[src/rtl/i2c_arb_pkg.sv]
// Shared types and constants for the I2C master arbiter.
// State encoding plus the address/length field widths.
package i2c_arb_pkg;

    localparam int LEN_W  = 4;
    localparam int ADDR_W = 7;
    localparam int DATA_W = 8;

    typedef enum logic [2:0] {
        ST_IDLE,
        ST_START,
        ST_XFER,
        ST_STOP,
        ST_DONE
    } arb_state_e;

endpackage

[src/rtl/i2c_master_arbiter_rr_pick.sv]
// Round-robin picker: first set request at or above ptr, with wrap.
// Purely combinational; returns one-hot grant and its index.
module i2c_rr_pick #(
    parameter int NUM_REQ = 4,
    parameter int IDX_W   = $clog2(NUM_REQ)
) (
    input  logic [NUM_REQ-1:0] req,
    input  logic [IDX_W-1:0]   ptr,
    output logic [NUM_REQ-1:0] gnt,
    output logic [IDX_W-1:0]   idx
);

    logic             found;
    logic [IDX_W-1:0] cand;

    // scan NUM_REQ candidates starting at ptr, keep the first hit
    always_comb begin
        gnt   = '0;
        idx   = '0;
        found = 1'b0;
        cand  = '0;
        for (int k = 0; k < NUM_REQ; k++) begin
            cand = IDX_W'((int'(ptr) + k) % NUM_REQ);
            if (!found && req[cand]) begin
                found     = 1'b1;
                gnt[cand] = 1'b1;
                idx       = cand;
            end
        end
    end

endmodule

[src/rtl/i2c_master_arbiter.sv]
// Round-robin arbiter sharing one i2c_master among NUM_REQ requesters.
// Define I2C_ARB_TIMEOUT_EN to add the stalled-transaction watchdog.
module i2c_master_arbiter
    import i2c_arb_pkg::*;
#(
    parameter int NUM_REQ        = 4,
    parameter int TIMEOUT_CYCLES = 1024
) (
    input  logic                       clk,
    input  logic                       reset,
    input  logic [NUM_REQ-1:0]         req_i,
    input  logic [ADDR_W*NUM_REQ-1:0]  req_addr_i,
    input  logic [NUM_REQ-1:0]         req_rw_i,
    input  logic [LEN_W*NUM_REQ-1:0]   req_len_i,
    input  logic [DATA_W*NUM_REQ-1:0]  req_wdata_i,
    output logic [NUM_REQ-1:0]         gnt_o,
    output logic                       wdata_ack_o,
    output logic [DATA_W-1:0]          rdata_o,
    output logic                       rdata_valid_o,
    output logic                       done_o,
    output logic                       nack_o,
    output logic                       timeout_o,
    output logic                       m_start_o,
    output logic                       m_stop_o,
    output logic                       m_rw_o,
    output logic [ADDR_W-1:0]          m_addr_o,
    output logic [DATA_W-1:0]          m_wdata_o,
    input  logic                       m_byte_done_i,
    input  logic                       m_ack_err_i,
    input  logic [DATA_W-1:0]          m_rdata_i,
    input  logic                       m_idle_i
);

    localparam int IDX_W = $clog2(NUM_REQ);

    arb_state_e         state_q, state_d;
    logic [NUM_REQ-1:0] gnt_q, gnt_d;
    logic [IDX_W-1:0]   idx_q, idx_d;
    logic [IDX_W-1:0]   ptr_q, ptr_d;
    logic [ADDR_W-1:0]  addr_q, addr_d;
    logic               rw_q, rw_d;
    logic [LEN_W-1:0]   cnt_q, cnt_d;
    logic               nack_q, nack_d;
    logic               start_q, start_d;
    logic               stop_q, stop_d;
    logic               done_q, done_d;
    logic [DATA_W-1:0]  rdata_q, rdata_d;
    logic               rvalid_q, rvalid_d;

    logic [NUM_REQ-1:0] pick_gnt;
    logic [IDX_W-1:0]   pick_idx;
    logic               wd_force;
    logic               stop_exit;

    i2c_rr_pick #(
        .NUM_REQ (NUM_REQ),
        .IDX_W   (IDX_W)
    ) u_pick (
        .req (req_i),
        .ptr (ptr_q),
        .gnt (pick_gnt),
        .idx (pick_idx)
    );

`ifdef I2C_ARB_TIMEOUT_EN
    localparam int WD_W = $clog2(TIMEOUT_CYCLES + 1);

    logic [WD_W-1:0] wd_q, wd_d;
    logic            to_q, to_d;
    logic            wd_active;
    logic            wd_hit;

    // count stalled cycles; a byte or an idle master restarts the count
    always_comb begin
        wd_active = (state_q == ST_START) || (state_q == ST_XFER) ||
                    (state_q == ST_STOP);
        wd_d      = '0;
        wd_hit    = 1'b0;
        to_d      = to_q;
        if (wd_active && !m_byte_done_i && !m_idle_i) begin
            wd_d   = wd_q + 1'b1;
            wd_hit = (wd_q == WD_W'(TIMEOUT_CYCLES - 1));
        end
        if (state_q == ST_IDLE && |req_i) to_d = 1'b0;
        if (wd_hit) to_d = 1'b1;
    end

    // watchdog registers
    always_ff @(posedge clk or posedge reset) begin
        if (reset) begin
            wd_q <= '0;
            to_q <= 1'b0;
        end else begin
            wd_q <= wd_d;
            to_q <= to_d;
        end
    end

    assign wd_force  = wd_hit;
    assign stop_exit = m_idle_i | to_q;
    assign timeout_o = done_q & to_q;
`else
    assign wd_force  = 1'b0;
    assign stop_exit = m_idle_i;
    assign timeout_o = 1'b0;
`endif

    // transaction sequencing and registered master controls
    always_comb begin
        state_d  = state_q;
        gnt_d    = gnt_q;
        idx_d    = idx_q;
        ptr_d    = ptr_q;
        addr_d   = addr_q;
        rw_d     = rw_q;
        cnt_d    = cnt_q;
        nack_d   = nack_q;
        rdata_d  = rdata_q;
        rvalid_d = 1'b0;
        start_d  = 1'b0;
        unique case (state_q)
            ST_IDLE: begin
                if (|req_i) begin
                    state_d = ST_START;
                    gnt_d   = pick_gnt;
                    idx_d   = pick_idx;
                    addr_d  = req_addr_i[ADDR_W*int'(pick_idx) +: ADDR_W];
                    rw_d    = req_rw_i[pick_idx];
                    cnt_d   = req_len_i[LEN_W*int'(pick_idx) +: LEN_W];
                    nack_d  = 1'b0;
                    start_d = 1'b1;
                end
            end
            ST_START: begin
                if (m_ack_err_i) begin
                    nack_d  = 1'b1;
                    state_d = ST_STOP;
                end else if (cnt_q == '0) begin
                    state_d = ST_STOP;
                end else begin
                    state_d = ST_XFER;
                end
            end
            ST_XFER: begin
                if (m_ack_err_i) begin
                    nack_d  = 1'b1;
                    state_d = ST_STOP;
                end else if (m_byte_done_i) begin
                    cnt_d = cnt_q - 1'b1;
                    if (rw_q) begin
                        rdata_d  = m_rdata_i;
                        rvalid_d = 1'b1;
                    end
                    if (cnt_q == LEN_W'(1)) state_d = ST_STOP;
                end
            end
            ST_STOP: begin
                if (stop_exit) state_d = ST_DONE;
            end
            ST_DONE: begin
                gnt_d   = '0;
                ptr_d   = (idx_q == IDX_W'(NUM_REQ - 1)) ? '0
                                                         : idx_q + 1'b1;
                state_d = ST_IDLE;
            end
            default: state_d = ST_IDLE;
        endcase
        if (wd_force) begin
            state_d = (state_q == ST_STOP) ? ST_DONE : ST_STOP;
        end
        done_d = (state_d == ST_DONE);
        stop_d = (state_d == ST_STOP) ||
                 (state_d == ST_XFER  && cnt_d == LEN_W'(1)) ||
                 (state_d == ST_START && cnt_d == '0);
    end

    // state and output registers
    always_ff @(posedge clk or posedge reset) begin
        if (reset) begin
            state_q  <= ST_IDLE;
            gnt_q    <= '0;
            idx_q    <= '0;
            ptr_q    <= '0;
            addr_q   <= '0;
            rw_q     <= 1'b0;
            cnt_q    <= '0;
            nack_q   <= 1'b0;
            start_q  <= 1'b0;
            stop_q   <= 1'b0;
            done_q   <= 1'b0;
            rdata_q  <= '0;
            rvalid_q <= 1'b0;
        end else begin
            state_q  <= state_d;
            gnt_q    <= gnt_d;
            idx_q    <= idx_d;
            ptr_q    <= ptr_d;
            addr_q   <= addr_d;
            rw_q     <= rw_d;
            cnt_q    <= cnt_d;
            nack_q   <= nack_d;
            start_q  <= start_d;
            stop_q   <= stop_d;
            done_q   <= done_d;
            rdata_q  <= rdata_d;
            rvalid_q <= rvalid_d;
        end
    end

    assign gnt_o         = gnt_q;
    assign m_start_o     = start_q;
    assign m_stop_o      = stop_q;
    assign m_rw_o        = rw_q;
    assign m_addr_o      = addr_q;
    assign done_o        = done_q;
    assign nack_o        = done_q & nack_q;
    assign rdata_o       = rdata_q;
    assign rdata_valid_o = rvalid_q;
    assign wdata_ack_o   = (state_q == ST_XFER) && !rw_q &&
                           m_byte_done_i && !m_ack_err_i;
    assign m_wdata_o     = (state_q == ST_XFER)
                         ? req_wdata_i[DATA_W*int'(idx_q) +: DATA_W]
                         : '0;

endmodule
[config.mk]
export PLATFORM = sky130hd
export DESIGN_NAME = i2c_master_arbiter
export DESIGN_NICKNAME = d
export VERILOG_FILES = /design/src/rtl/i2c_arb_pkg.sv /design/src/rtl/i2c_master_arbiter_rr_pick.sv /design/src/rtl/i2c_master_arbiter.sv
export SDC_FILE = /design/constraint.sdc
export NUM_CORES = 1
export LEC_CHECK = 0
export ABC_CLOCK_PERIOD_IN_PS = 4700
export CAP_MARGIN = 40
export CORE_MARGIN = 3
export CORE_UTILIZATION = 42
export DETAILED_ROUTE_END_ITERATION = 8
export PLACE_DENSITY_LB_ADDON = 0.2
export SYNTH_ARGS = -nofsm -noshare
export SYNTH_HDL_FRONTEND = slang
export SYNTH_SLANG_ARGS = --single-unit
[constraint.sdc]
create_clock -name clk -period 4.7 [get_ports clk]
set_input_delay 0.705 -clock clk [delete_from_list [all_inputs] [get_ports clk]]
set_output_delay 0.705 -clock clk [all_outputs]
set_load 0.02 [all_outputs]
Word level (Yosys, flattened, before mapping)
Cells that the tools add are included.
{ "totals": {"wordCells": 133, "output_inout_bits": 35, "register_bits": 36} }
{ "op_classes": {"n_eq_ne": 13, "bitwise_logic": 5, "shift": 3, "multipliers": 1, "n_addsub": 5, "order_cmp": 9, "mux": 54, "n_reduce_logical": 30} }
{ "op_table": {"columns": ["operator", "n"], "rows": [
  ["$mux 4", 8],
  ["$shiftx 32x6->8", 1],
  ["$shiftx 28x6->7", 1],
  ["$mux 1", 22],
  ["$pmux 4 s2", 2],
  ["$shiftx 16x5->4", 1],
  ["$lt 2x3->1 const B", 5],
  ["$mux 3", 5],
  ["$eq 3x2->1 const B", 4],
  ["$logic_and 1x1->1", 12],
  ["$or 4x4->4", 3],
  ["$pmux 3 s4", 1],
  ["$bmux 1 s2", 5],
  ["$mux 2", 5],
  ["$demux 1 s2", 4],
  ["$eq 4x1->1 const B", 2],
  ["$ge 2x1->1 const B", 4],
  ["$logic_not 4->1", 2],
  ["$mux 8", 1],
  ["$eq 3x1->1 const B", 2],
  ["$eq 3x3->1 const B", 2],
  ["$logic_not 1->1", 5],
  ["$mul 3x2->5 const A", 1],
  ["$add 2x1->2 const B", 2],
  ["other kinds (16)", 20]
]} }

Longest topological paths before layout
Gate-level depths: netlist of the first run.
{ "logic_depth": {"depth_word": 19, "ltp_mapped": 14} }

Hierarchy
A second synthesis of the first run with hierarchy kept.
{ "unflattened": {"hier_cells": 239, "hier_area_um2": 2573.7} }
{ "modules_own_cells": {"columns": ["module", "cells_each", "area_per_inst_um2", "instances"], "rows": [
  ["i2c_master_arbiter", 193, 2154.6, 1],
  ["i2c_rr_pick", 46, 419.2, 1]
]} }

Worst setup path after synthesis of the first run
Ideal clock, no wire load.
{ "synth_path": {"path_kind": "flip-flop to flip-flop", "start": "register ptr_q[1]", "end": "register addr_q[4], in the netlist m_addr_o[4]", "path_stages_with_launch": 13, "synth_period_minus_slack_ns": 3.329, "slack_ns": 1.371, "t_arrival_ns": 3.198, "cell_sequence": "dfrtp_1 > clkbuf_1 > inv_1 > ha_1 > buf_6 > mux4_2 > nor4b_4 > o31a_1 > buf_6 > buf_8 > mux2_2 > o21ai_1 > o21ai_1"} }
{ "synth_via": {"elab_chain_len": 14, "elab_cells_between_ends": 26, "classes_between": "add/sub (3); mul (1); shift (1); mux (15); reduce/logical (6)"} }
{ "synth_rtl": {"columns": ["item", "line_no", "rtl"], "rows": [
  ["from (decl)", "i2c_master_arbiter.sv:39", "logic [IDX_W-1:0] ptr_q, ptr_d;"],
  ["from (signal assigned)", "i2c_master_arbiter.sv:197", "ptr_q <= ptr_d;"],
  ["branches (longest 11 deep; another with $add 2x1->2)", null, null],
  ["$mux 2 *", "i2c_master_arbiter_rr_pick.sv:24", "if (!found && req[cand]) begin"],
  ["$mul 3x2->5 *", "i2c_master_arbiter.sv:127", "addr_d = req_addr_i[ADDR_W*int'(pick_idx) +: ADDR_W];"],
  ["$shiftx 28x6->7 *", "i2c_master_arbiter.sv:127", null],
  ["to (signal assigned)", "i2c_master_arbiter.sv:198", "addr_q <= addr_d;"],
  ["to (decl)", "i2c_master_arbiter.sv:40", "logic [ADDR_W-1:0] addr_q, addr_d;"]
]} }
Every way passes the cells marked *. The select of a mux whose other input is x is not followed.
A chain may end at the register's enable or synchronous reset.

Final worst setup path of the first run
{ "layout_path": {"start": "register ptr_q[1]", "end": "register stop_q, in the netlist m_stop_o"} }
{ "layout_via": {"elab_chain_len": 19, "elab_cells_between_ends": 33, "classes_between": "add/sub (3); eq/ne (1); shift (1); mux (17); reduce/logical (11)"} }
{ "layout_rtl": {"columns": ["item", "line_no", "rtl"], "rows": [
  ["branches (longest 11 deep; another with $add 2x1->2)", null, null],
  ["$mux 2 *", "i2c_master_arbiter_rr_pick.sv:24", null],
  ["$shiftx 16x5->4 *", "i2c_master_arbiter.sv:129", "cnt_d = req_len_i[LEN_W*int'(pick_idx) +: LEN_W];"],
  ["$mux 4 *", "i2c_master_arbiter.sv:123", "if (|req_i) begin"],
  ["$pmux 4 s2 *", "i2c_master_arbiter.sv:121", "unique case (state_q)"],
  ["$eq 4x1->1", "i2c_master_arbiter.sv:173", "(state_d == ST_XFER && cnt_d == LEN_W'(1)) ||"],
  ["$logic_and 1x1->1", "i2c_master_arbiter.sv:173", null],
  ["$logic_or 1x1->1", "i2c_master_arbiter.sv:172", "stop_d = (state_d == ST_STOP) ||"],
  ["$logic_or 1x1->1 *", "i2c_master_arbiter.sv:173", null],
  ["net stop_d", "i2c_master_arbiter.sv:45", "logic stop_q, stop_d;"],
  ["to (signal assigned)", "i2c_master_arbiter.sv:203", "stop_q <= stop_d;"],
  ["to (decl)", "i2c_master_arbiter.sv:45", null]
]} }
Mark *: on every way through the listed nets, which the timed path passes. The select of a mux whose other input is x is not followed.

==> flow_summary_export.csv, run 1 <==
group,metric,value,unit
status,status,"complete, no violations",
worst_hold_path,min_path_cells,2,
final_layout,drive_gt1_frac,0.103,
drt,post_drt_wl_per_cell,16.1,um
worst_hold_path,hold_path_class,"reg2reg",
die,start_util,0.451,
drt,drt-total-wl,7790,um
power,ir_drop,0.367,mV
worst_setup_path,cpPeakStageDelay,680,ps
drt,ant_nets,0,
power,pwr-share-comb,0.662,
final_layout,final_util,0.680,
placement,gp_congestion,0.958,
logic_synthesis,yosysSeqAreaShare,0.326,
final_layout,n_antenna_cell,0,
logic_synthesis,synth-async-reset-ratio,1.00,
drt,drc_errors,0,
drt,firstDrtPassIters,4,
grt,grt_antenna_before_repair,0,
timing,max_slew_margin,0.499,
run,drv_cap,0,
worst_setup_path,cp_max_fo,18,
worst_setup_path,path_delay_family,"multiplexers",
clocking,cts_hold_repair.buffers,0,
final_layout,seqCellArea,901,um^2
timing,period_share,0.820,
worst_setup_path,endpoint_kind,"register",
logic_synthesis,synth_top_area_frac,0.326,
logic_synthesis,syn_area_per_cell,9.53,um^2
final_layout,multiInputGateArea,0.00169,mm^2
final_layout,n_fill_cell,489,
drt,vias,2654,
worst_setup_path,critPathMostFrequentCell,"o21ai_0",
timing,worst_clock_skew,5.99,ps
worst_setup_path,crit_chain,"inv_1 > ha_1 > mux4_2 > nor2b_1 > o21ai_0 > nand2_1 > mux2i_1 > o21ai_0 > a41o_1",
placement,hpwl,6070,um
logic_synthesis,synthTopCellsByCount,"dfrtp_1 (36), nand2_1 (34), mux2i_1 (19)",
power,power.density,626,mW/mm^2
worst_setup_path,cp.depth,9,
clocking,ctsResizeCount,0,
timing,min_period,3850,ps
logic_synthesis,syn-cell-area,0.00276,mm^2
clocking,cts_max_level,2,
power,seq_power_share,0.236,
worst_setup_path,crit_arrival,4030,ps
clocking,clock_sinks,36,
logic_synthesis,yosysWarningCount,0,
grt,grt_max_degree,37,
logic_synthesis,yosysMostFrequentCell,"dfrtp_1",
die,rows,28,
grt,grt_pass1_wl,12400,um
worst_setup_path,critPathLaunchType,"register",
clocking,cts_tree,"yes",
clocking,clkTransAtPathRegs,70,ps
power,p_int,0.00146,W
power,p_switching,0.00115,W
clocking,clockRootBuffer,"clkbuf_8",
drt,vias_per_cell,5.48,
logic_synthesis,yosys.area.top_type,"dfrtp_1",
grt,grt_overflow,0,
die,fp.dieH,87.1,um
logic_synthesis,synthDistinctLibCells,51,
timing,fin_setup_tns,0,ps
timing,slew_violations,0,
logic_synthesis,synth_ff_type,"dfrtp_1",
timing,finalSetupViolations,0,
clocking,postCtsSetupBuffers,0,
timing,fmax,259,MHz
die,die-area,0.00759,mm^2
power,p_leak,1.75,nW
timing,rsz0062_at_grt,"no",
grt,grt_use_total,0.205,
final_layout,finish.instance_area,0.00417,mm^2
power,swShare,0.440,
timing,holdWs,490,ps
power,finalPower,0.00261,W
clocking,cts_buffer_depth,2,
die,core_area,0.00613,mm^2
grt,grt_pass1_vias,2651,
clocking,cts_made_buffers,5,
clocking,clock_latency,290,ps
final_layout,layout.nets,516,
timing,finalHoldViolCount,0,
worst_setup_path,critPathBufInv,1,
worst_setup_path,critical-path-slowest-cell,"mux4_2",
worst_setup_path,cp.required,4880,ps
die,die_w,87.1,um
die,ios,132,
logic_synthesis,synth.area.top_cells,"dfrtp_1 (33%), mux4_2 (9.8%), mux2i_1 (6.9%)",
placement,io_buffer_count,130,
drt,first_iter_violations,118,
placement,dpl-instance-area,0.00406,mm^2
timing,tightest_slew,749,ps
logic_synthesis,synth_seq_cells,36,
worst_setup_path,worstSetupPathType,"reg2reg",
logic_synthesis,netlist_instances,290,
logic_synthesis,synth-edff-count,0,
logic_synthesis,syn-num-nets,398,
power,p_clk_frac,0.102,
final_layout,syn2layout_area_growth,50.9,%
worst_setup_path,reg2reg_depth,9,
-- tightest hold or removal path, stage by stage, from the launching register on --
cell	delay [ps]
dfrtp_1	350
nand2_1	50
o21ai_1	60
-- layout make-up --
type,instances,share of cell area
repair buffers,134,0.319
well taps,75,0.0225
inverters,13,0.0117
multi-input cells,218,0.405
flip-flops and latches,36,0.216
clock inverters,2,0.00840
clock buffers,6,0.0174
-- logic make-up after synthesis --
| group | Yosys count | synth area share |
|---|---|---|
| flip-flops | 36 | 0.326 |
| AO/OA/AOI/OAI | 70 | 0.163 |
| multiplexers | 48 | 0.236 |
| buffers and inverters | 36 | 0.0634 |
| other | 1 | 0.00136 |
| adder cells (fa/ha/maj) | 11 | 0.0498 |
| AND/OR/NAND/NOR | 88 | 0.160 |
-- sequential cells by signal, summed over array words and instances (netlist names), 2 cells and up --
signal    count
gnt_o         4
ptr_q         2
state_q       3
rdata_o       8
idx_q         2
cnt_q         4
m_addr_o      7
-- power by group through the flow --
stage	Sequential [W]	Clock, W	Combinational, W
2_1_floorplan	0.000645	0	0.00123
3_3_place_gp	0.000614	0	0.00170
3_5_place_dp	0.000619	0	0.00173
4_1_cts	0.000615	0.000275	0.00174
5_1_grt	0.000645	0.000287	0.00190
6_report	0.000615	0.000266	0.00173
-- path summary, 6_finish.rpt --
check	start	endpoint	slack [ps]
min in group asynchronous	reset	rdata_o[4]	810
hold reg to reg	m_addr_o[1]	m_addr_o[1]	490
hold / removal	m_addr_o[1]	m_addr_o[1]	490
setup / recovery	ptr_q[1]	m_stop_o	850
max in group asynchronous	reset	m_addr_o[0]	3570
setup reg to reg	ptr_q[1]	m_stop_o	850
-- layout by cell type (no fill, tap or decap), types with 3 or more instances in the layout --
| master | n |
|---|---|
| clkdlybuf4s50_1 | 130 |
| dfrtp_1 | 36 |
| nand2_1 | 34 |
| mux2i_1 | 19 |
| o21ai_0 | 17 |
| mux2_2 | 16 |
| o21ai_1 | 16 |
| nor2_1 | 14 |
| inv_1 | 13 |
| mux4_2 | 12 |
| ha_1 | 11 |
| and3_1 | 10 |
| nand3_1 | 7 |
| nor3_1 | 5 |
| clkbuf_8 | 5 |
| a22oi_1 | 4 |
| a221oi_1 | 4 |
| a31oi_1 | 4 |
| buf_4 | 4 |
| nor2b_1 | 3 |
| a21oi_1 | 3 |
| o211ai_1 | 3 |
| nor3b_1 | 3 |
-- per-layer routing --
| layer | vias to the layer above | wire length [um] | global-route usage |
|---|---|---|---|
| met3 | 13 | 581 | 0.0587 |
| met4 | 0 | 104 | 0.0530 |
| li1 | 1300 | - | - |
| met5 | - | 0 | 0 |
| met1 | 1249 | 3130 | 0.252 |
| met2 | 92 | 3970 | 0.351 |
-- stage by stage --
stage	cells	setup WS (ps)
final	484	846
after floorplan	290	1370
after global placement	476	1070
after global routing	484	491
after detailed placement	476	885
after CTS	484	858
Note: power is estimated with default switching activity, not from simulation.
==> run 2, diff against run 1 <==
--- a/config.mk
+++ b/config.mk
@@ -5,10 +5,10 @@
 export SDC_FILE = /design/constraint.sdc
 export NUM_CORES = 1
 export LEC_CHECK = 0
-export ABC_CLOCK_PERIOD_IN_PS = 4700
+export ABC_CLOCK_PERIOD_IN_PS = 3300
 export CAP_MARGIN = 40
 export CORE_MARGIN = 3
-export CORE_UTILIZATION = 42
+export CORE_UTILIZATION = 38
 export DETAILED_ROUTE_END_ITERATION = 8
 export PLACE_DENSITY_LB_ADDON = 0.2
 export SYNTH_ARGS = -nofsm -noshare
==> constraint.sdc (replaced) <==
create_clock -name clk -period 3.3 [get_ports clk]
set_input_delay 0.495 -clock clk [delete_from_list [all_inputs] [get_ports clk]]
set_output_delay 0.495 -clock clk [all_outputs]
set_load 0.02 [all_outputs]
==> run 2 against run 1 <==
Against the previous run:
- core utilization decreased by 5.6 points
- design area rose by 3.4%
- non-clock buffer count is 13 higher
- critical path type unchanged
- worst setup slack got worse by 560 ps
- fmax increased by 28%
- clock power up 46%
- first-iteration DRC count grew 5.1%
- via count increased by 2.4%
- worst hold slack improved by 8.7 ps
- register-to-register slack worse by 560 ps
- largest power group unchanged
==> flow_summary_export.csv, run 2 (synthesis gave the netlist of run 1 again) <==
group,metric,value,unit
status,status,"complete, no violations",
clocking,clkTransAtPathRegs,80,ps
final_layout,n_fill_cell,619,
timing,min_period,3010,ps
grt,grt_pass1_wl,13100,um
worst_setup_path,reg2reg_depth,10,
final_layout,seqCellArea,901,um^2
grt,grt_overflow,0,
timing,worst_clock_skew,3.10,ps
clocking,clock_latency,290,ps
power,power.density,904,mW/mm^2
worst_setup_path,critPathLaunchType,"register",
drt,post_drt_wl_per_cell,15.0,um
timing,period_share,0.913,
drt,vias_per_cell,5.25,
worst_setup_path,cp.required,3530,ps
power,p_leak,1.82,nW
worst_hold_path,holdPathEnd,"m_addr_o[0]",
worst_hold_path,hold_path_class,"reg2reg",
timing,rsz0062_at_grt,"no",
final_layout,syn2layout_area_growth,56.0,%
run,drv_cap,0,
timing,finalHoldViolCount,0,
clocking,postCtsSetupBuffers,0,
grt,grt_pass1_vias,2783,
die,start_util,0.400,
grt,grt_use_total,0.192,
worst_setup_path,r2r-end,"m_stop_o",
die,core_area,0.00691,mm^2
grt,grt_max_degree,37,
timing,finalSetupViolations,0,
timing,fmax,332,MHz
die,fp.dieH,91.3,um
final_layout,largest_reg_flops,8,
final_layout,multiInputGateArea,0.00169,mm^2
final_layout,layout.nets,529,
placement,gp_congestion,0.786,
timing,fin_setup_tns,0,ps
worst_setup_path,r2r-start,"ptr_q[1]",
drt,ant_nets,0,
timing,max_slew_margin,0.527,
die,die_w,91.3,um
worst_setup_path,reg2reg_slack,290,ps
timing,tightest_slew,703,ps
worst_setup_path,crit_arrival,3240,ps
final_layout,final_common_cell,"clkdlybuf4s50_1",
worst_setup_path,crit_chain,"inv_1 > ha_1 > mux4_2 > nor4b_4 > o31a_1 > buf_12 > mux2i_1 > nor2_1 > nor3_1 > a41o_1",
worst_setup_path,cp_max_fo,20,
worst_setup_path,critPathBufInv,2,
clocking,cts_tree,"yes",
placement,hpwl,6160,um
grt,grt_antenna_before_repair,0,
worst_setup_path,path_delay_family,"multiplexers",
worst_setup_path,critical-path-slowest-cell,"mux4_2",
drt,drt-total-wl,7750,um
clocking,clockRootBuffer,"clkbuf_8",
power,finalPower,0.00389,W
timing,slew_violations,0,
worst_hold_path,min_path_cells,2,
power,ir_drop,0.501,mV
worst_hold_path,min-delay-start,"m_addr_o[0]",
die,die-area,0.00833,mm^2
die,rows,30,
worst_setup_path,cpPeakStageDelay,540,ps
drt,drc_errors,0,
clocking,cts_buffer_depth,2,
worst_setup_path,worstSetupPathType,"reg2reg",
worst_setup_path,endpoint_kind,"register",
clocking,cts_made_buffers,5,
final_layout,n_antenna_cell,0,
final_layout,final_cell_mix,"clkdlybuf4s50_1 (130), dfrtp_1 (36), nand2_1 (34), mux2i_1 (19), o21ai_0 (17)",
clocking,cts_hold_repair.buffers,0,
drt,first_iter_violations,124,
drt,vias,2718,
final_layout,drive_gt1_frac,0.133,
clocking,clock_sinks,36,
placement,io_buffer_count,130,
clocking,ctsResizeCount,0,
drt,firstDrtPassIters,4,
die,ios,132,
clocking,cts_max_level,2,
-- run 2: worst max path at each step --
| stage | startpoint | to | slack, ps | cells past startpoint |
|---|---|---|---|---|
| 2_1_floorplan | ptr_q[1] | m_addr_o[4] | 90 | 12 |
| 6_report | ptr_q[1] | m_stop_o | 290 | 10 |
| 3_5_place_dp | req_i[1] | m_stop_o | 20 | 9 |
| 4_1_cts | ptr_q[1] | m_stop_o | 270 | 10 |
| 3_3_place_gp | req_i[1] | m_stop_o | 140 | 9 |
| 5_1_grt | ptr_q[1] | m_stop_o | 100 | 10 |
-- run 2: power by group --
| part | leakage (nW) | internal (W) | switching [W] |
|---|---|---|---|
| logic | 1.32 | 0.00135 | 0.00131 |
| registers | 0.443 | 0.000644 | 0.000203 |
| clock network | 0.0541 | 0.000224 | 0.000165 |
-- run 2: final cells by class --
class | instances | area share
clock buffers | 5 | 0.0160
clock inverters | 3 | 0.00987
inverters | 13 | 0.0113
multi-input cells | 218 | 0.391
flip-flops and latches | 36 | 0.209
well taps | 96 | 0.0279
repair buffers | 147 | 0.334
-- run 2: per-layer routing --
metal / part of all wire / track usage
met1: 0.42 / 0.243
met2: 0.51 / 0.332
met3: 0.058 / 0.0431
met4: 0.015 / 0.0477
met5: 0 / 0
-- run 2: stage by stage --
step	std cells	util	worst slack (ps)	hold WS [ps]	cell area [um^2]
finish	518	0.624	286	498	4310
global placement	510	0.608	142	468	4200
detailed placement	510	0.608	22.3	485	4200
floorplan	290	-	89.3	498	2760
CTS	518	0.624	272	502	4310
global route	518	0.624	97.8	529	4310
-- run 2: worst reg2reg max path, stage by stage (launching register included) --
cell and delay [ps]:
dfrtp_1 350, inv_1 100, ha_1 330, mux4_2 540
nor4b_4 450, o31a_1 280, buf_12 200, mux2i_1 250
nor2_1 60, nor3_1 220, a41o_1 190
==> run 3, diff against run 2 <==
--- a/config.mk
+++ b/config.mk
@@ -7,7 +7,6 @@
 export LEC_CHECK = 0
 export ABC_CLOCK_PERIOD_IN_PS = 3300
 export CAP_MARGIN = 40
-export CORE_MARGIN = 3
 export CORE_UTILIZATION = 38
 export DETAILED_ROUTE_END_ITERATION = 8
 export PLACE_DENSITY_LB_ADDON = 0.2
==> run 3 against run 2 <==
Against the previous run:
- worst hold slack worse by 4.0 ps
- critical path depth unchanged
- flip-flop and latch count unchanged
- clock power up 2%
- first-iteration DRC count down 14%
- fmax up 2.3%
- non-clock buffer count up 1
- worst setup slack better by 69 ps
- largest cell class unchanged
- largest power group unchanged
- highest routed layer unchanged
==> flow_summary_export.csv, run 3 (synthesis gave the netlist of run 1 again) <==
group,metric,value,unit
grt,grt_pass1_vias,2590,
worst_setup_path,path_delay_family,"multiplexers",
drt,first_iter_violations,107,
final_layout,final_common_cell,"clkdlybuf4s50_1",
power,power.density,902,mW/mm^2
worst_hold_path,min-delay-start,"m_addr_o[2]",
worst_setup_path,reg2reg_slack,360,ps
worst_setup_path,critPathBufInv,2,
timing,finalSetupViolations,0,
final_layout,final_cell_mix,"clkdlybuf4s50_1 (130), dfrtp_1 (36), nand2_1 (34), mux2i_1 (19)",
status,status,"complete, no violations",
clocking,cts_tree,"yes",
timing,tightest_slew,625,ps
worst_setup_path,crit_arrival,3180,ps
timing,slew_violations,0,
final_layout,layout.nets,530,
clocking,postCtsSetupBuffers,0,
final_layout,seqCellArea,901,um^2
final_layout,n_antenna_cell,0,
final_layout,multiInputGateArea,0.00169,mm^2
die,core_area,0.00691,mm^2
die,start_util,0.400,
drt,drt-total-wl,7680,um
clocking,ctsResizeCount,0,
timing,period_share,0.892,
worst_setup_path,critical-path-slowest-cell,"mux4_2",
clocking,cts_buffer_depth,2,
clocking,clock_sinks,36,
placement,hpwl,5930,um
die,fp.dieH,87.3,um
worst_setup_path,cp.required,3540,ps
grt,grt_overflow,0,
run,drv_cap,0,
grt,grt_pass1_wl,12100,um
drt,ant_nets,0,
die,die-area,0.00762,mm^2
worst_setup_path,r2r-start,"ptr_q[1]",
final_layout,n_fill_cell,625,
drt,vias_per_cell,5.23,
timing,rsz0062_at_grt,"no",
grt,grt_antenna_before_repair,0,
clocking,cts_hold_repair.buffers,0,
timing,max_slew_margin,0.580,
worst_setup_path,cp_max_fo,25,
timing,holdWs,494,ps
drt,drc_errors,0,
worst_setup_path,cpPeakStageDelay,590,ps
power,ir_drop,0.414,mV
drt,post_drt_wl_per_cell,14.8,um
clocking,cts_made_buffers,5,
power,p_leak,1.82,nW
drt,vias,2715,
clocking,cts_max_level,2,
worst_setup_path,worstSetupPathType,"reg2reg",
final_layout,syn2layout_area_growth,56.2,%
clocking,clock_latency,300,ps
timing,min_period,2940,ps
placement,io_buffer_count,130,
grt,grt_max_degree,37,
drt,firstDrtPassIters,4,
timing,worst_clock_skew,7.92,ps
worst_setup_path,crit_chain,"inv_1 > ha_1 > mux4_2 > nor4b_4 > o31a_1 > buf_12 > mux2i_1 > nor2_1 > nor3_1 > a41o_1",
grt,grt_use_total,0.206,
timing,fmax,340,MHz
timing,fin_setup_tns,0,ps
die,die_w,87.3,um
clocking,clockRootBuffer,"clkbuf_8",
worst_hold_path,hold_path_class,"reg2reg",
die,ios,132,
die,rows,30,
worst_setup_path,critPathLaunchType,"register",
final_layout,largest_reg_flops,8,
clocking,clkTransAtPathRegs,80,ps
final_layout,drive_gt1_frac,0.135,
placement,gp_congestion,0.806,
worst_setup_path,cp-startpoint,"ptr_q[1]",
timing,finalHoldViolCount,0,
worst_setup_path,endpoint_kind,"register",
-- run 3: final timing paths --
path | cells after the start | to
worst max-delay path | 10 | m_stop_o
worst max register to register | 10 | m_stop_o
worst min-delay path | 2 | m_addr_o[2]
max in group asynchronous | 3 | gnt_o[0]
min in group asynchronous | 3 | rdata_o[3]
worst min register to register | 2 | m_addr_o[2]
-- run 3: where the power goes --
part	internal, W	switching [W]
combinational	0.00134	0.00133
clock	0.000224	0.000173
sequential	0.000645	0.000180
total	0.00221	0.00168
-- run 3: final cells by class --
type                    count  area share
repair buffers            148       0.336
flip-flops and latches     36       0.209
well taps                  96      0.0278
clock inverters             3     0.00986
clock buffers               5      0.0159
multi-input cells         218       0.391
inverters                  13      0.0113
-- run 3: metal layers --
metal | wire [um] | up-vias | global-route usage
met5 | 0 | - | 0
met2 | 3820 | 86 | 0.348
li1 | - | 1324 | -
met3 | 436 | 8 | 0.0455
met4 | 103 | 0 | 0.0730
met1 | 3320 | 1297 | 0.259
-- run 3: per-stage QoR --
stage / setup slack (ps) / total power, W / cells / cell area [um^2] / utilization
after floorplan: 89.3 / 0.00267 / 290 / 2760 / -
after global placement: 241 / 0.00347 / 511 / 4210 / 0.609
after detailed placement: 126 / 0.00352 / 511 / 4210 / 0.609
after CTS: 357 / 0.00392 / 519 / 4320 / 0.625
after global routing: 149 / 0.00419 / 519 / 4320 / 0.625
final: 355 / 0.00389 / 519 / 4320 / 0.625
-- run 3: worst reg2reg max path, stage by stage, from the launching register on --
cell	delay, ps
dfrtp_1	350
inv_1	100
ha_1	330
mux4_2	590
nor4b_4	370
o31a_1	230
buf_12	200
mux2i_1	210
nor2_1	50
nor3_1	250
a41o_1	200
